$ cat src/rtl/decode_stage.sv
// decode_stage: registered RV32I (+ optional M) instruction-decode pipeline stage.
// Decodes one instruction per cycle into the execute-stage control bundle and
// holds it under backpressure. Undecodable instructions produce an all-zero
// control bundle with out_illegal set and bump a saturating event counter.
//
// Handshake (both sides): a beat moves when valid & ready on a rising edge.
// A producer holds valid and its payload stable until ready is seen, and a
// consumer may raise ready independently of valid. The stage accepts a new
// instruction whenever its output register is empty or being drained this
// cycle (in_ready = ~out_valid | out_ready), and flush drops both the held
// bundle and any same-cycle input.
module decode_stage #(
  parameter int XLEN     = 32,
  parameter int ENABLE_M = 0,
  parameter int CNT_W    = 16
) (
  input  logic             clk,
  input  logic             reset,
  input  logic             flush,
  input  logic             in_valid,
  output logic             in_ready,
  input  logic [31:0]      in_instr,
  input  logic [XLEN-1:0]  in_pc,
  output logic             out_valid,
  input  logic             out_ready,
  output logic [XLEN-1:0]  out_pc,
  output logic [4:0]       out_rd,
  output logic [4:0]       out_rs1,
  output logic [4:0]       out_rs2,
  output logic [XLEN-1:0]  out_imm,
  output logic [5:0]       out_alu_control,
  output logic             out_reg_write,
  output logic             out_alu_src,
  output logic             out_mem_read,
  output logic             out_mem_write,
  output logic             out_mem_to_reg,
  output logic [1:0]       out_mem_size,
  output logic             out_mem_unsigned,
  output logic             out_branch,
  output logic             out_jump,
  output logic             out_jalr,
  output logic             out_lui,
  output logic             out_auipc,
  output logic             out_illegal,
  output logic [CNT_W-1:0] illegal_count
);

  // Major opcodes
  localparam logic [6:0] OP_R      = 7'b0110011;
  localparam logic [6:0] OP_IMM    = 7'b0010011;
  localparam logic [6:0] OP_LOAD   = 7'b0000011;
  localparam logic [6:0] OP_STORE  = 7'b0100011;
  localparam logic [6:0] OP_BRANCH = 7'b1100011;
  localparam logic [6:0] OP_LUI    = 7'b0110111;
  localparam logic [6:0] OP_AUIPC  = 7'b0010111;
  localparam logic [6:0] OP_JAL    = 7'b1101111;
  localparam logic [6:0] OP_JALR   = 7'b1100111;

  localparam logic [6:0] F7_BASE = 7'b0000000;
  localparam logic [6:0] F7_ALT  = 7'b0100000;
  localparam logic [6:0] F7_MULT = 7'b0000001;

  // ALU operation codes
  localparam logic [5:0] ALU_ADD   = 6'd1;
  localparam logic [5:0] ALU_SUB   = 6'd2;
  localparam logic [5:0] ALU_SLL   = 6'd3;
  localparam logic [5:0] ALU_SLT   = 6'd4;
  localparam logic [5:0] ALU_SLTU  = 6'd5;
  localparam logic [5:0] ALU_XOR   = 6'd6;
  localparam logic [5:0] ALU_SRL   = 6'd7;
  localparam logic [5:0] ALU_SRA   = 6'd8;
  localparam logic [5:0] ALU_OR    = 6'd9;
  localparam logic [5:0] ALU_AND   = 6'd10;
  localparam logic [5:0] ALU_ADDI  = 6'd11;
  localparam logic [5:0] ALU_SLLI  = 6'd12;
  localparam logic [5:0] ALU_SLTI  = 6'd13;
  localparam logic [5:0] ALU_SLTIU = 6'd14;
  localparam logic [5:0] ALU_XORI  = 6'd15;
  localparam logic [5:0] ALU_SRLI  = 6'd16;
  localparam logic [5:0] ALU_ORI   = 6'd17;
  localparam logic [5:0] ALU_ANDI  = 6'd18;
  localparam logic [5:0] ALU_SRAI  = 6'd19;
  localparam logic [5:0] ALU_BEQ   = 6'd27;
  localparam logic [5:0] ALU_BNE   = 6'd28;
  localparam logic [5:0] ALU_BLTU  = 6'd29;
  localparam logic [5:0] ALU_BGEU  = 6'd30;
  localparam logic [5:0] ALU_BGE   = 6'd31;
  localparam logic [5:0] ALU_BLT   = 6'd32;
  localparam logic [5:0] ALU_LUI   = 6'd33;
  localparam logic [5:0] ALU_JAL   = 6'd34;
  localparam logic [5:0] ALU_JALR  = 6'd35;
  localparam logic [5:0] ALU_AUIPC = 6'd36;
  localparam logic [5:0] ALU_MUL   = 6'd37;

  typedef struct packed {
    logic [XLEN-1:0] pc;
    logic [4:0]      rd;
    logic [4:0]      rs1;
    logic [4:0]      rs2;
    logic [XLEN-1:0] imm;
    logic [5:0]      alu_control;
    logic            reg_write;
    logic            alu_src;
    logic            mem_read;
    logic            mem_write;
    logic            mem_to_reg;
    logic [1:0]      mem_size;
    logic            mem_unsigned;
    logic            branch;
    logic            jump;
    logic            jalr;
    logic            lui;
    logic            auipc;
    logic            illegal;
  } bundle_t;

  logic [6:0]         opcode;
  logic [2:0]         funct3;
  logic [6:0]         funct7;
  logic               legal;
  logic signed [31:0] imm32;
  bundle_t            dec;
  bundle_t            out_q;
  logic               accept;

  assign opcode = in_instr[6:0];
  assign funct3 = in_instr[14:12];
  assign funct7 = in_instr[31:25];

  assign in_ready = reset | ~out_valid | out_ready;
  assign accept   = in_valid & in_ready & ~flush;

  // Combinational decode of the incoming instruction into a full bundle
  always_comb begin
    dec       = '0;
    legal     = 1'b0;
    imm32     = '0;
    dec.pc    = in_pc;
    dec.rd    = in_instr[11:7];
    dec.rs1   = in_instr[19:15];
    dec.rs2   = in_instr[24:20];

    if (in_instr[1:0] == 2'b11) begin
      case (opcode)
        OP_R: begin
          dec.reg_write = 1'b1;
          case (funct7)
            F7_BASE: begin
              legal = 1'b1;
              case (funct3)
                3'b000:  dec.alu_control = ALU_ADD;
                3'b001:  dec.alu_control = ALU_SLL;
                3'b010:  dec.alu_control = ALU_SLT;
                3'b011:  dec.alu_control = ALU_SLTU;
                3'b100:  dec.alu_control = ALU_XOR;
                3'b101:  dec.alu_control = ALU_SRL;
                3'b110:  dec.alu_control = ALU_OR;
                default: dec.alu_control = ALU_AND;
              endcase
            end
            F7_ALT: begin
              if (funct3 == 3'b000) begin
                legal = 1'b1;
                dec.alu_control = ALU_SUB;
              end else if (funct3 == 3'b101) begin
                legal = 1'b1;
                dec.alu_control = ALU_SRA;
              end
            end
            F7_MULT: begin
              if (ENABLE_M != 0) begin
                legal = 1'b1;
                dec.alu_control = ALU_MUL + {3'b000, funct3};
              end
            end
            default: ;
          endcase
        end

        OP_IMM: begin
          dec.reg_write = 1'b1;
          dec.alu_src   = 1'b1;
          imm32         = {{20{in_instr[31]}}, in_instr[31:20]};
          case (funct3)
            3'b000: begin legal = 1'b1; dec.alu_control = ALU_ADDI;  end
            3'b010: begin legal = 1'b1; dec.alu_control = ALU_SLTI;  end
            3'b011: begin legal = 1'b1; dec.alu_control = ALU_SLTIU; end
            3'b100: begin legal = 1'b1; dec.alu_control = ALU_XORI;  end
            3'b110: begin legal = 1'b1; dec.alu_control = ALU_ORI;   end
            3'b111: begin legal = 1'b1; dec.alu_control = ALU_ANDI;  end
            3'b001: begin
              if (funct7 == F7_BASE) begin
                legal = 1'b1;
                dec.alu_control = ALU_SLLI;
              end
            end
            default: begin
              if (funct7 == F7_BASE) begin
                legal = 1'b1;
                dec.alu_control = ALU_SRLI;
              end else if (funct7 == F7_ALT) begin
                legal = 1'b1;
                dec.alu_control = ALU_SRAI;
              end
            end
          endcase
        end

        OP_LOAD: begin
          // funct3[1:0] is the access size, funct3[2] marks zero-extension
          legal            = (funct3 != 3'b011) && (funct3 != 3'b110) && (funct3 != 3'b111);
          dec.reg_write    = 1'b1;
          dec.alu_src      = 1'b1;
          dec.mem_read     = 1'b1;
          dec.mem_to_reg   = 1'b1;
          dec.mem_size     = funct3[1:0];
          dec.mem_unsigned = funct3[2];
          dec.alu_control  = ALU_ADDI;
          imm32            = {{20{in_instr[31]}}, in_instr[31:20]};
        end

        OP_STORE: begin
          legal           = (funct3[2] == 1'b0) && (funct3[1:0] != 2'b11);
          dec.alu_src     = 1'b1;
          dec.mem_write   = 1'b1;
          dec.mem_size    = funct3[1:0];
          dec.alu_control = ALU_ADDI;
          imm32           = {{20{in_instr[31]}}, in_instr[31:25], in_instr[11:7]};
        end

        OP_BRANCH: begin
          dec.branch = 1'b1;
          imm32      = {{19{in_instr[31]}}, in_instr[31], in_instr[7],
                        in_instr[30:25], in_instr[11:8], 1'b0};
          case (funct3)
            3'b000: begin legal = 1'b1; dec.alu_control = ALU_BEQ;  end
            3'b001: begin legal = 1'b1; dec.alu_control = ALU_BNE;  end
            3'b100: begin legal = 1'b1; dec.alu_control = ALU_BLT;  end
            3'b101: begin legal = 1'b1; dec.alu_control = ALU_BGE;  end
            3'b110: begin legal = 1'b1; dec.alu_control = ALU_BLTU; end
            3'b111: begin legal = 1'b1; dec.alu_control = ALU_BGEU; end
            default: ;
          endcase
        end

        OP_LUI: begin
          legal           = 1'b1;
          dec.reg_write   = 1'b1;
          dec.alu_src     = 1'b1;
          dec.lui         = 1'b1;
          dec.alu_control = ALU_LUI;
          imm32           = {in_instr[31:12], 12'b0};
        end

        OP_AUIPC: begin
          legal           = 1'b1;
          dec.reg_write   = 1'b1;
          dec.alu_src     = 1'b1;
          dec.auipc       = 1'b1;
          dec.alu_control = ALU_AUIPC;
          imm32           = {in_instr[31:12], 12'b0};
        end

        OP_JAL: begin
          legal           = 1'b1;
          dec.reg_write   = 1'b1;
          dec.jump        = 1'b1;
          dec.alu_control = ALU_JAL;
          imm32           = {{11{in_instr[31]}}, in_instr[31], in_instr[19:12],
                             in_instr[20], in_instr[30:21], 1'b0};
        end

        OP_JALR: begin
          legal           = (funct3 == 3'b000);
          dec.reg_write   = 1'b1;
          dec.alu_src     = 1'b1;
          dec.jalr        = 1'b1;
          dec.alu_control = ALU_JALR;
          imm32           = {{20{in_instr[31]}}, in_instr[31:20]};
        end

        default: ;
      endcase
    end

    dec.imm = XLEN'(imm32);

    // An undecodable word keeps its PC and register fields but no control
    if (!legal) begin
      dec.imm          = '0;
      dec.alu_control  = '0;
      dec.reg_write    = 1'b0;
      dec.alu_src      = 1'b0;
      dec.mem_read     = 1'b0;
      dec.mem_write    = 1'b0;
      dec.mem_to_reg   = 1'b0;
      dec.mem_size     = '0;
      dec.mem_unsigned = 1'b0;
      dec.branch       = 1'b0;
      dec.jump         = 1'b0;
      dec.jalr         = 1'b0;
      dec.lui          = 1'b0;
      dec.auipc        = 1'b0;
      dec.illegal      = 1'b1;
    end

    // x0 is hard-wired, so never request a write to it
    if (dec.rd == 5'd0) dec.reg_write = 1'b0;
  end

  // Output register: capture on transfer, drain on consume, drop on flush
  always_ff @(posedge clk) begin
    if (reset) begin
      out_q     <= '0;
      out_valid <= 1'b0;
    end else if (flush) begin
      out_valid <= 1'b0;
    end else if (accept) begin
      out_q     <= dec;
      out_valid <= 1'b1;
    end else if (out_ready) begin
      out_valid <= 1'b0;
    end
  end

  // Saturating count of illegal instructions actually accepted
  always_ff @(posedge clk) begin
    if (reset) begin
      illegal_count <= '0;
    end else if (accept && dec.illegal && (illegal_count != {CNT_W{1'b1}})) begin
      illegal_count <= illegal_count + 1'b1;
    end
  end

  assign out_pc           = out_q.pc;
  assign out_rd           = out_q.rd;
  assign out_rs1          = out_q.rs1;
  assign out_rs2          = out_q.rs2;
  assign out_imm          = out_q.imm;
  assign out_alu_control  = out_q.alu_control;
  assign out_reg_write    = out_q.reg_write;
  assign out_alu_src      = out_q.alu_src;
  assign out_mem_read     = out_q.mem_read;
  assign out_mem_write    = out_q.mem_write;
  assign out_mem_to_reg   = out_q.mem_to_reg;
  assign out_mem_size     = out_q.mem_size;
  assign out_mem_unsigned = out_q.mem_unsigned;
  assign out_branch       = out_q.branch;
  assign out_jump         = out_q.jump;
  assign out_jalr         = out_q.jalr;
  assign out_lui          = out_q.lui;
  assign out_auipc        = out_q.auipc;
  assign out_illegal      = out_q.illegal;

endmodule

$ cat config.mk
export PLATFORM = sky130hd
export DESIGN_NAME = decode_stage
export DESIGN_NICKNAME = d
export VERILOG_FILES = /design/src/rtl/decode_stage.sv
export SDC_FILE = /design/constraint.sdc
export NUM_CORES = 1
export LEC_CHECK = 0
export CAP_MARGIN = 10
export CORE_ASPECT_RATIO = 1.75
export CORE_UTILIZATION = 48
export DETAILED_ROUTE_END_ITERATION = 6
export GPL_ROUTABILITY_DRIVEN = 0
export GPL_TIMING_DRIVEN = 0
export PLACE_DENSITY = 0.93
export SLEW_MARGIN = 20
export SYNTH_ARGS = -nofsm -noshare
export SYNTH_HDL_FRONTEND = slang
export SYNTH_SLANG_ARGS = --single-unit
$ cat constraint.sdc
create_clock -name clk -period 7.9 [get_ports clk]
set_input_delay 2.37 -clock clk [delete_from_list [all_inputs] [get_ports clk]]
set_output_delay 2.37 -clock clk [all_outputs]
set_load 0.03 [all_outputs]
Word level (Yosys, flattened, before mapping). Index checks and enable logic that the tools add are counted.

Shift-type cells: 0. $lt $le $gt $ge: 0. Multipliers: 0. Multiplexer cells: 38. Equal/unequal tests: 23. Reductions and logical operators: 19. Add/subtract/negate cells: 1. Bitwise operators: 7. Divide/modulo/power cells: 0.

Operators by type and width (number): $pmux 32 s5 (1); $mux 52 (1); $pmux 6 s8 (1); $pmux 6 s7 (1); $pmux 6 s6 (1); $mux 32 (1); $eq 7x6->1 const B (4); $pmux 4 s7 (1); $eq 7x7->1 const B (3); $mux 1 (20); $mux 19 (1); $reduce_or 6->1 (3); $add 16x1->16 const B (1); $ne 16x16->1 const B (1); $eq 7x5->1 const B (2); $eq 3x3->1 const B (4); $mux 6 (2); $pmux 6 s2 (1); $mux 4 (2); $eq 7x2->1 const B (1); $logic_not 7->1 (1); $pmux 1 s7 (1); $reduce_or 7->1 (1); $eq 3x2->1 const B (2); other kinds (18) (31).

Input bits: 69. Bits in latches: 0. RAM bits: 0. Register bits: 116. Word-level logic and storage cells: 109. Memories: 0. ROM bits: 0. Output and inout port bits: 117.

Depth between registers and ports, before layout.
Depth after elaboration: 9. Mapped depth: 10. Gate-level depth less buffers: 8.

Least setup slack after synthesis. OpenSTA, ideal clock, no wires.

Kind: input to output. Start point: in reset. End point: out in_ready. Slack: 2.433 ns. Cell stages on the path: 2. Required time: 5.530 ns. Data arrival time: 3.097 ns. Path buffers: 1. Cells stage by stage: buf_2 or3b_2.

Cells in the longest elaborated chain, start to end: 2.

RTL lines: from (decl) (RTL line 18) `input logic reset,`; $or 1x1->1 (2 in series) (RTL line 130) `assign in_ready = reset | ~out_valid | out_ready;`; to (decl) (RTL line 21) `output logic in_ready,`.

No other way between the ends.

Worst setup path after layout.
Start point: in out_ready. End point: out in_ready.

Cells in the longest elaborated chain, start to end: 1.

RTL lines: from (decl) (RTL line 25) `input logic out_ready,`; $or 1x1->1 (RTL line 130).

No other way between the ends.

==> results.py <==
metrics = {
    "run_status": {
        "outcome": "finished clean",
    },
    "power_and_ir_drop": {
        "p_int_w": 0.001209,
        "combPwrFrac_pct": 10.9,
        "powerDensity_nw_per_um2": 210.0,
        "power_frac_seq_pct": 37.7,
        "switchingPower_w": 0.0003826,
        "peakVddDrop_uv": 176.0,
        "p_leak_nw": 2.723,
        "clkPwrFrac_pct": 51.3,
        "sw_frac_of_total_pct": 24.03,
    },
    "sta": {
        "worst_slew_pin_slew_ps": 1189,
        "setup_viol": 0,
        "hold_viol_final": 0,
        "fin_tns_setup_ps": 0,
        "finalMaxSlewViolations": 0,
        "setup_ws_ps": 1622,
        "timing.slew.headroom_pct": 19.99,
        "rsz0062_at_grt": "false",
        "fmax_mhz": 159.3,
        "min_period_ps": 6278,
        "finalCritPeriodShare_pct": 79.47,
        "skew_ps": 11.34,
    },
    "die": {
        "initial_core_util_pct": 49.95,
        "core_area_um2": 9970,
        "io-pin-count": 186,
        "die_h_um": 136.7,
        "dieArea_um2": 10800,
        "std_cell_rows": 48,
        "fp.dieW_um": 79.00,
    },
    "place": {
        "dp_hpwl_um": 12860,
        "numPortBuffers": 181,
        "pre_cts_slack_ps": 1657,
    },
    "clock_network": {
        "htree_levels": 4,
        "numCtsBuffers": 17,
        "numClockSinks": 115,
        "cts_tree": "done",
        "clk_latency_ps": 420,
        "cts_buffer_depth": 2,
        "ctsHoldBuffers": 0,
        "ctsRootBufferMaster": "clkbuf_16",
        "cts.clk_slew.worst_paths_ps": 50,
        "post_cts_resized": 0,
        "post_cts_buffers": 0,
    },
    "yosys": {
        "yosysUniqueCellTypes": 60,
        "synth_nets": 696,
        "synth_warnings": 0,
        "async_flop_share_pct": 0,
        "synth_top_cell_by_area": "dfxtp_1",
        "syn_area_um2": 4980,
        "synth_top_area_share_pct": 46.23,
        "synth_top_flop_cell": "dfxtp_1",
        "netlist_instances": 622,
        "synth-seq-cells": 115,
        "syn_avg_cell_area_um2": 8.006,
        "seq_area_frac_synth_pct": 46.23,
        "synth_edf_count": 0,
        "synth.area.top_cells": "dfxtp_1, nand2_1, a21oi_1",
    },
    "drt": {
        "routed_wl_um": 17640,
        "via_per_inst": 5.816,
        "ant_nets": 0,
        "drt-pass1-iter-count": 7,
        "wl_per_cell_um": 18.39,
        "drt_iter0_drc": 465,
        "vias": 5578,
        "drc": 0,
    },
    "job": {
        "cap_viol_max_count": 0,
    },
    "critical_path": {
        "cp-end-kind": "primary output",
        "worst_ep_arrival_time_ps": 3910,
        "cp.required_ps": 5530,
        "startpoint_type": "input pin",
        "path_max_fanout": 3,
        "critical_path_class": "in -> out",
    },
    "cells_and_area": {
        "drive_above_1_share_pct": 6.235,
        "antennaDiodeCount": 0,
        "syn_to_final_growth_pct": 52.21,
        "nets": 896,
    },
    "global_route": {
        "grt_remaining_overflow": 0,
        "use_met3_pct": 9.600,
        "grt_start_max_net_pins": 17,
        "grt_use_met1_pct": 31.26,
        "grt_pass1_wl_um": 27000,
        "antenna_found_initial": 0,
        "grt.total_usage_pct": 32.55,
        "grt_util_met2_pct": 62.31,
        "top_usage_layer": "met2",
        "grt_pass1_vias": 5482,
    },
    "hold_path": {
        "worstHoldPathType": "reg -> reg",
    },
}
==> metrics by stage <==
stage	util, %	hold slack (ps)	power, W	area, µm²	instances
after detailed placement	69.69	443.6	0.0007819	6948	928
after global routing	76.03	470.0	0.001629	7580	959
after global placement	69.69	437.5	0.0007758	6948	928
after floorplan	-	584.1	0.0006970	4980	622
final	76.03	448.1	0.001592	7580	959
after CTS	76.03	454.7	0.001590	7580	959
==> synth_stat cells (5+ instances only) <==
| cell | instances |
|---|---|
| nor3_1 | 7 |
| a22oi_1 | 5 |
| nand2_1 | 150 |
| buf_2 | 5 |
| and3_1 | 7 |
| clkbuf_1 | 33 |
| nor2_1 | 21 |
| a32o_1 | 5 |
| inv_1 | 9 |
| a22o_1 | 10 |
| o21ai_0 | 57 |
| a31oi_1 | 5 |
| nand4_1 | 6 |
| dfxtp_1 | 115 |
| ha_1 | 5 |
| nand2b_1 | 6 |
| nand3_1 | 13 |
| a21oi_1 | 86 |
| or3_1 | 10 |
==> layout make-up <==
cell class	instances	area (µm²)
Clock buffer	19	452.9
Timing Repair Buffer	181	1812
Multi-Input combinational cell	454	2439
Sequential cell	115	2302
Clock inverter	12	178.9
Fill cell	706	2390
Buffer	44	205.2
Inverter	9	33.78
Tap cell	125	156.4
==> flip-flops by register name, summed over array words and instances, names as in the netlist <==
signal            cells
out_illegal           1
out_rs1               5
out_valid             1
out_alu_control       6
out_rs2               5
out_mem_write         1
out_reg_write         1
illegal_count        16
out_lui               1
out_pc               32
out_jalr              1
out_mem_size          2
out_alu_src           1
out_jump              1
out_branch            1
out_rd                5
out_auipc             1
out_mem_read          1
out_imm              32
out_mem_unsigned      1
==> worst paths after layout <==
kind	end	from	cells past startpoint	slack, ps
setup / recovery	in_ready	out_ready	3	1620
hold / removal	out_reg_write	out_reg_write	2	450
setup reg to reg	illegal_count[13]	illegal_count[0]	6	5490
hold reg to reg	out_reg_write	out_reg_write	2	450
==> layer usage <==
metal | vias to the layer above | share of wire [%]
met5 | - | 0
met4 | 0 | 3.4
met3 | 81 | 7.4
met2 | 329 | 55
met1 | 2586 | 34
li1 | 2582 | -
==> logic make-up after synthesis <==
group                    after synthesis  share of synthesized area (%)
AO/OA/AOI/OAI                        194                          23.04
XOR/XNOR                               3                         0.5277
adder cells (fa/ha/maj)                5                          1.256
buffers and inverters                 53                          4.799
flip-flops                           115                          46.23
multiplexers                           6                          1.281
AND/OR/NAND/NOR                      246                          22.86
==> cell usage in the layout (no fill, tap or decap), types with 7 or more instances in the layout <==
cell type,count
nor2_1,21
nor3_1,7
inv_1,9
o21ai_0,57
clkbuf_1,33
and3_1,7
dfxtp_1,115
clkdlybuf4s50_1,181
or3_1,10
clkbuf_16,17
a21oi_1,86
nand2_1,150
nand3_1,13
a22o_1,10
==> critical path, stage by stage <==
cell	delay [ps]
clkdlybuf4s50_1	420
or3b_2	500
clkdlybuf4s50_1	620
==> power by group through the flow <==
stage,clock [W],combinational (W),sequential (W)
finish,0.000817,0.000174,0.000600
floorplan,0,0.0000609,0.000636
global route,0.000843,0.000185,0.000601
detailed placement,0,0.000169,0.000612
global placement,0,0.000164,0.000611
CTS,0.000817,0.000172,0.000600
Power figures use the tool's default switching activity.
